### src/rtl/tpu_job_ctrl_if.sv
// tpu_job_ctrl_if: operand/result streams and TPU register bus of the job controller
interface tpu_job_ctrl_if #(parameter int DATAW = 64, parameter int ADDRW = 16);
  logic             src_valid;
  logic             src_ready;
  logic [DATAW-1:0] src_data;
  logic             res_valid;
  logic             res_ready;
  logic [DATAW-1:0] res_data;
  logic             tpu_r_w;
  logic [ADDRW-1:0] tpu_addr;
  logic [DATAW-1:0] tpu_dataIn;
  logic [DATAW-1:0] tpu_dataOut;
  modport master (
    input  src_valid, src_data, res_ready, tpu_dataOut,
    output src_ready, res_valid, res_data, tpu_r_w, tpu_addr, tpu_dataIn
  );
  modport slave (
    output src_valid, src_data, res_ready, tpu_dataOut,
    input  src_ready, res_valid, res_data, tpu_r_w, tpu_addr, tpu_dataIn
  );
endinterface

### src/rtl/tpu_job_ctrl.sv
// tpu_job_ctrl: loads A/B/C into the TPU, fires MatMul, waits, then streams C back out
module tpu_job_ctrl #(
  parameter int DIM         = 8,
  parameter int DATAW       = 64,
  parameter int ADDRW       = 16,
  parameter int WAIT_CYCLES = 24
) (
  input  logic           clk,
  input  logic           rst,
  input  logic           start,
  input  logic           clear_c,
  output logic           busy,
  output logic           done,
  tpu_job_ctrl_if.master bus
);
  localparam int IW = $clog2(2 * DIM) > 0 ? $clog2(2 * DIM) : 1;
  localparam int CW = $clog2(WAIT_CYCLES + 2);
  typedef enum logic [3:0] {IDLE, LOAD_A, LOAD_B, LOAD_C, MATMUL, WAIT, READ, DRAIN, DONE} state_t;
  state_t           state_q, state_d;
  logic [IW-1:0]    idx_q, idx_d;
  logic [CW-1:0]    cnt_q, cnt_d;
  logic             clr_q, clr_d;
  logic             r_w_q, r_w_d;
  logic [ADDRW-1:0] addr_q, addr_d;
  logic [DATAW-1:0] din_q, din_d;
  logic             res_valid_q, res_valid_d;
  logic [DATAW-1:0] res_data_q, res_data_d;
  logic             src_rdy, xfer, last_row, last_c;
  logic [ADDRW-1:0] c_addr, c_addr_nxt;
  assign src_rdy    = state_q == LOAD_A || state_q == LOAD_B || (state_q == LOAD_C && !clr_q);
  assign xfer       = bus.src_valid && src_rdy;
  assign last_row   = idx_q == IW'(DIM - 1);
  assign last_c     = idx_q == IW'(2 * DIM - 1);
  // C rows are low/high pairs 8 bytes apart, so C word idx sits at 0x300 + 8*idx
  assign c_addr     = ADDRW'(16'h0300) + (ADDRW'(idx_q) << 3);
  assign c_addr_nxt = ADDRW'(16'h0308) + (ADDRW'(idx_q) << 3);
  always_comb begin
    state_d     = state_q;
    idx_d       = idx_q;
    cnt_d       = cnt_q;
    clr_d       = clr_q;
    r_w_d       = 1'b0;
    addr_d      = '0;
    din_d       = '0;
    res_valid_d = res_valid_q;
    res_data_d  = res_data_q;
    case (state_q)
      IDLE: if (start) begin
        state_d = LOAD_A;
        clr_d   = clear_c;
        idx_d   = '0;
      end
      LOAD_A, LOAD_B: if (xfer) begin
        r_w_d   = 1'b1;
        addr_d  = (state_q == LOAD_A ? ADDRW'(16'h0100) : ADDRW'(16'h0200)) + (ADDRW'(idx_q) << 3);
        din_d   = bus.src_data;
        idx_d   = last_row ? '0 : idx_q + 1'b1;
        state_d = !last_row ? state_q : state_q == LOAD_A ? LOAD_B : LOAD_C;
      end
      LOAD_C: if (xfer || clr_q) begin
        r_w_d   = 1'b1;
        addr_d  = c_addr;
        din_d   = clr_q ? '0 : bus.src_data;
        idx_d   = last_c ? '0 : idx_q + 1'b1;
        state_d = last_c ? MATMUL : LOAD_C;
      end
      MATMUL: begin
        r_w_d   = 1'b1;
        addr_d  = ADDRW'(16'h0400);
        cnt_d   = '0;
        state_d = WAIT;
      end
      WAIT: if (cnt_q == CW'(WAIT_CYCLES)) begin
        addr_d  = ADDRW'(16'h0300);
        state_d = READ;
      end else cnt_d = cnt_q + 1'b1;
      READ: begin
        addr_d = addr_q;
        if (!res_valid_q || bus.res_ready) begin
          res_data_d  = bus.tpu_dataOut;
          res_valid_d = 1'b1;
          idx_d       = last_c ? '0 : idx_q + 1'b1;
          addr_d      = last_c ? '0 : c_addr_nxt;
          state_d     = last_c ? DRAIN : READ;
        end
      end
      DRAIN: if (bus.res_ready) begin
        res_valid_d = 1'b0;
        state_d     = DONE;
      end
      DONE: state_d = IDLE;
      default: state_d = IDLE;
    endcase
  end
  always_ff @(posedge clk or posedge rst)
    if (rst) begin
      state_q     <= IDLE;
      idx_q       <= '0;
      cnt_q       <= '0;
      clr_q       <= 1'b0;
      r_w_q       <= 1'b0;
      addr_q      <= '0;
      din_q       <= '0;
      res_valid_q <= 1'b0;
      res_data_q  <= '0;
    end else begin
      state_q     <= state_d;
      idx_q       <= idx_d;
      cnt_q       <= cnt_d;
      clr_q       <= clr_d;
      r_w_q       <= r_w_d;
      addr_q      <= addr_d;
      din_q       <= din_d;
      res_valid_q <= res_valid_d;
      res_data_q  <= res_data_d;
    end
  assign bus.src_ready  = src_rdy;
  assign bus.res_valid  = res_valid_q;
  assign bus.res_data   = res_data_q;
  assign bus.tpu_r_w    = r_w_q;
  assign bus.tpu_addr   = addr_q;
  assign bus.tpu_dataIn = din_q;
  assign busy           = state_q != IDLE;
  assign done           = state_q == DONE;
endmodule

### src/flat_wrapper.sv
// flat-port wrapper written by rule: the top's interface ports become plain ports
module tpu_job_ctrl_flat 
#(
  parameter int DIM         = 8,
  parameter int DATAW       = 64,
  parameter int ADDRW       = 16,
  parameter int WAIT_CYCLES = 24
)
  (clk, rst, start, clear_c, busy, done, bus_src_valid, bus_src_data, bus_res_ready, bus_tpu_dataOut, bus_src_ready, bus_res_valid, bus_res_data, bus_tpu_r_w, bus_tpu_addr, bus_tpu_dataIn);
  tpu_job_ctrl_if #(.DATAW(DATAW), .ADDRW(ADDRW)) bus_i ();
  input  logic clk;
  input  logic rst;
  input  logic start;
  input  logic clear_c;
  output logic busy;
  output logic done;
  input wire logic [$bits(bus_i.src_valid)-1:0] bus_src_valid;
  input wire logic [$bits(bus_i.src_data)-1:0] bus_src_data;
  input wire logic [$bits(bus_i.res_ready)-1:0] bus_res_ready;
  input wire logic [$bits(bus_i.tpu_dataOut)-1:0] bus_tpu_dataOut;
  output wire logic [$bits(bus_i.src_ready)-1:0] bus_src_ready;
  output wire logic [$bits(bus_i.res_valid)-1:0] bus_res_valid;
  output wire logic [$bits(bus_i.res_data)-1:0] bus_res_data;
  output wire logic [$bits(bus_i.tpu_r_w)-1:0] bus_tpu_r_w;
  output wire logic [$bits(bus_i.tpu_addr)-1:0] bus_tpu_addr;
  output wire logic [$bits(bus_i.tpu_dataIn)-1:0] bus_tpu_dataIn;
  assign bus_i.src_valid = bus_src_valid;
  assign bus_i.src_data = bus_src_data;
  assign bus_i.res_ready = bus_res_ready;
  assign bus_i.tpu_dataOut = bus_tpu_dataOut;
  assign bus_src_ready = bus_i.src_ready;
  assign bus_res_valid = bus_i.res_valid;
  assign bus_res_data = bus_i.res_data;
  assign bus_tpu_r_w = bus_i.tpu_r_w;
  assign bus_tpu_addr = bus_i.tpu_addr;
  assign bus_tpu_dataIn = bus_i.tpu_dataIn;
  tpu_job_ctrl #(.DIM(DIM), .DATAW(DATAW), .ADDRW(ADDRW), .WAIT_CYCLES(WAIT_CYCLES)) u_core (.clk(clk), .rst(rst), .start(start), .clear_c(clear_c), .busy(busy), .done(done), .bus(bus_i));
endmodule
### config.mk
export PLATFORM = sky130hd
export DESIGN_NAME = tpu_job_ctrl_flat
export DESIGN_NICKNAME = d
export VERILOG_FILES = /design/src/rtl/tpu_job_ctrl_if.sv /design/src/rtl/tpu_job_ctrl.sv /design/src/flat_wrapper.sv
export SDC_FILE = /design/constraint.sdc
export NUM_CORES = 1
export LEC_CHECK = 0
export ABC_AREA = 1
export BUFFER_PORTS_ARGS = -buffer_cell sky130_fd_sc_hd__buf_2
export CELL_PAD_IN_SITES_DETAIL_PLACEMENT = 0
export CELL_PAD_IN_SITES_GLOBAL_PLACEMENT = 1
export CORE_ASPECT_RATIO = 0.8
export CORE_MARGIN = 1
export CORE_UTILIZATION = 36
export DETAILED_ROUTE_END_ITERATION = 8
export GPL_TIMING_DRIVEN = 0
export MAX_ROUTING_LAYER = met4
export PLACE_DENSITY_LB_ADDON = 0.1
export SYNTH_ARGS = -nofsm -noshare
export SYNTH_HDL_FRONTEND = slang
export SYNTH_SLANG_ARGS = --single-unit
### constraint.sdc
create_clock -name clk -period 13.4 [get_ports clk]
set_input_delay 1.34 -clock clk [delete_from_list [all_inputs] [get_ports clk]]
set_output_delay 1.34 -clock clk [all_outputs]
set_load 0.05 [all_outputs]
==> out/metrics.csv <==
stage,metric,value,unit
outcome,outcome,completed,
logic_synthesis,synth_area_leader_cell,dfrtp_1,
drt,route.vias.total,5142,
clock_network,path_clk_slew,0.06,ns
die,std_cell_rows,42,
setup_path,start_kind,register,
drt,drtIter0Drc,194,
drt,dr.pass1.iters,4,
sta,hold_viol,0,
clock_network,cts_sinks,151,
worst_hold_path,min_from,u_core.bus.tpu_addr[5],
clock_network,cts_tree,done,
sta,period_share,23.1,%
pwr,internal-power,921,µW
layout,finalNetCount,1124,
logic_synthesis,ys_ff_latch,151,
pwr,cellPowerDensity,177,mW/mm²
place,dp_cells,1188,
pwr,leakage,5.26,nW
drt,via_per_inst,4.22,
pwr,clkPwrFrac,31.9,%
global_route,antenna_found_initial,0,
logic_synthesis,synth_edf_count,0,
die,fp.dieH,119,µm
clock_network,post_cts_buffers,0,
setup_path,rrSetupSlack,11.75,ns
sta,worstMarginPinSlew,0.654,ns
logic_synthesis,synth.yosys.seq_area_share,61.2,%
die,dieArea,0.0177,mm²
setup_path,worstRegToRegCells,11,
clock_network,worstSkewPairLatency,0.42,ns
global_route,grt_pass1_wl,25.6,mm
setup_path,criticalPathCategory,register to output pin,
global_route,grt_max_degree,83,
worst_hold_path,hp-class,register to register,
pwr,seqPwrFrac,36.1,%
place,gp_congestion,0.798,
clock_network,numCtsBuffers,17,
clock_network,clock_path_buffers,2,
clock_network,holdBufCountCts,0,
setup_path,cp_common_cell,inv_1,
logic_synthesis,synth_cell_types,29,
global_route,grt_remaining_overflow,0,
flow_run,maxCapViolCount,0,
setup_path,worst_path_largest_cell_delay,0.47,ns
logic_synthesis,netlist_area,0.00617,mm²
worst_hold_path,hold_path_end,u_core.bus.tpu_addr[5],
sta,max-slew-margin-rel,56.4,%
setup_path,crit_required,12.06,ns
die,boundaryPins,283,
clock_network,cts_resized,0,
layout,area_delta_synth_final,37.2,%
logic_synthesis,postSynthCellCount,686,
setup_path,r2r-start,u_core.cnt_q[0],
layout,num_antenna_cells,0,
setup_path,slowest_stage,dfrtp_1,
setup_path,crit_family,buffers and inverters,
pwr,p_sw_share,38.4,%
layout,stdcell_count,1219,
sta,finalSetupTns,0,ns
layout,drive_above_1_share,35.1,%
logic_synthesis,ys.warnings.count,0,
sta,report.final.slew_viol_count,0,
drt,wl,16.1,mm
place,post-dp-hpwl,11.9,mm
setup_path,cp_cell_sequence,"inv_1, nand2_1, nand3_2, inv_1, buf_2",
logic_synthesis,ys_async_sr_fraction,100,%
pwr,ir_worst_vdd,0.104,mV
clock_network,cts_max_level,4,
die,start_util,37.1,%
setup_path,critPathBufInv,3,
setup_path,arrival,1.76,ns
worst_hold_path,hold_depth,2,
pwr,combPwrFrac,32.0,%
logic_synthesis,synth_top_area_share,61.2,%
drt,routedWlPerCell,13.2,µm
sta,period_needed,3.10,ns
logic_synthesis,synthFlopType,dfrtp_1,
global_route,grt_use_total,19.4,%
setup_path,critPathCaptureType,output pin,
drt,ant_nets,0,
global_route,grt_pass1_vias,4941,
sta,setup_viol,0,
logic_synthesis,yosys-top-cells-area,"dfrtp_1 (61%), inv_1 (9.0%), nand2_1 (8.8%), o21ai_1 (4.9%), nor2_1 (4.8%)",
pwr,p_sw,575,µW
sta,rsz0062_at_grt,false,
place,port_buffers,273,
clock_network,cts_root_buf,clkbuf_16,
sta,max_freq,323,MHz
die,core_area,0.0167,mm²
setup_path,cp_max_fo,7,
sta,clock_skew,0.00913,ns
drt,drcViolationCount,0,
setup_path,r2r_end,u_core.state_q[1],
logic_synthesis,avgSynthCellArea,9.00,µm²
die,die_w,148,µm
## worst reg2reg max path: cells and delay by family (launching register included)
kind,cells,cell delay [ns]
simple gates,8,0.86
buf+inv,2,0.14
fa+ha+maj,1,0.14
flops,1,0.41
## placed cells by master (no fill, tap or decap), drive strengths merged
| cell type | Yosys | final |
|---|---|---|
| a21oi | 1 | 1 |
| bufinv | 0 | 2 |
| nand2 | 148 | 148 |
| or2 | 1 | 1 |
| xor2 | 2 | 2 |
| o21ai | 69 | 69 |
| inv | 149 | 150 |
| clkinv | 0 | 5 |
| o211ai | 1 | 1 |
| clkinvlp | 0 | 2 |
| buf | 24 | 298 |
| o22ai | 2 | 2 |
| nand3b | 2 | 2 |
| ha | 3 | 3 |
| clkbuf | 7 | 28 |
| nand3 | 31 | 31 |
| conb | 1 | 9 |
| dfrtp | 151 | 151 |
| nor3 | 2 | 2 |
| nand4 | 6 | 6 |
| nor2 | 86 | 86 |
## Yosys cell counts (2+ instances only)
cell,count
dfrtp_1,151
inv_1,148
nand2_1,144
nor2_1,79
o21ai_1,60
nand3_1,29
buf_2,12
buf_4,9
o21ai_0,8
clkbuf_8,6
nand4_1,6
nor2_2,5
buf_6,3
ha_1,3
nand2_2,3
nand3_2,2
nand3b_1,2
nor2_4,2
nor3_1,2
o22ai_1,2
xor2_1,2
## state kept, by name (all words and copies together), names as in the netlist
name,flops
u_core.bus.res_data,64
u_core.bus.tpu_r_w,1
u_core.bus.res_valid,1
u_core.idx_q,4
u_core.bus.tpu_dataIn,64
u_core.bus.tpu_addr,7
u_core.clr_q,1
u_core.cnt_q,5
u_core.state_q,4
## layout make-up
type	instances	area, µm²
clock buffer	21	470
clock inverter	10	120
timing repair buffer	274	1390
sequential	151	3780
inverter	149	564
buffer	31	248
fill	1690	8190
multi-input combinational	363	1620
tap	220	275
## through the flow
step | instance area (µm²) | power (mW) | hold WS (ns) | setup WS, ns | util (%)
5_1_grt | 8470 | 1.57 | 0.495 | 10.16 | 50.8
2_1_floorplan | 6200 | 0.905 | 0.463 | 8.00 | -
3_5_place_dp | 7880 | 1.03 | 0.466 | 10.75 | 47.3
3_3_place_gp | 7850 | 1.03 | 0.452 | 6.05 | 47.1
4_1_cts | 8470 | 1.51 | 0.484 | 10.29 | 50.8
6_report | 8470 | 1.50 | 0.477 | 10.30 | 50.8
## power groups by stage
stage	sequential (mW)	clock (mW)	combinational, mW
after global routing	0.547	0.509	0.519
after global placement	0.547	0	0.482
final	0.541	0.477	0.478
after detailed placement	0.548	0	0.483
after CTS	0.541	0.489	0.484
after floorplan	0.728	0	0.177
## cells by family (layout without fill, tap and decap cells)
| family | after synthesis | in the layout | synth area share (%) |
|---|---|---|---|
| XOR/XNOR | 2 | 2 | 0.284 |
| flip-flops | 151 | 151 | 61.2 |
| AND/OR/NAND/NOR | 276 | 276 | 18.7 |
| adder cells (fa/ha/maj) | 3 | 3 | 0.608 |
| other | 1 | 9 | 0.0607 |
| buffers and inverters | 180 | 485 | 13.1 |
| AO/OA/AOI/OAI | 73 | 73 | 6.06 |
## metal layers
| layer | vias to the layer above | GRT usage (%) | part of all wire, % |
|---|---|---|---|
| met5 | - | - | 0 |
| met4 | 0 | 6.12 | 1.2 |
| met3 | 19 | 5.59 | 7.1 |
| met2 | 193 | 30.0 | 46 |
| met1 | 2306 | 24.7 | 46 |
| li1 | 2624 | - | - |
## how the worst max path moves through the flow
stage	from	endpoint	slack, ns	depth (start not counted)
final	u_core.state_q[1]	bus_src_ready	10.30	5
after global routing	u_core.state_q[1]	bus_src_ready	10.16	5
after CTS	u_core.state_q[0]	bus_src_ready	10.29	6
after detailed placement	u_core.state_q[0]	bus_src_ready	10.75	6
after global placement	rst	u_core.bus.tpu_dataIn[22]	6.05	2
after floorplan	rst	u_core.bus.res_data[0]	8.00	1
No activity file was read; power rests on OpenSTA's default activity.
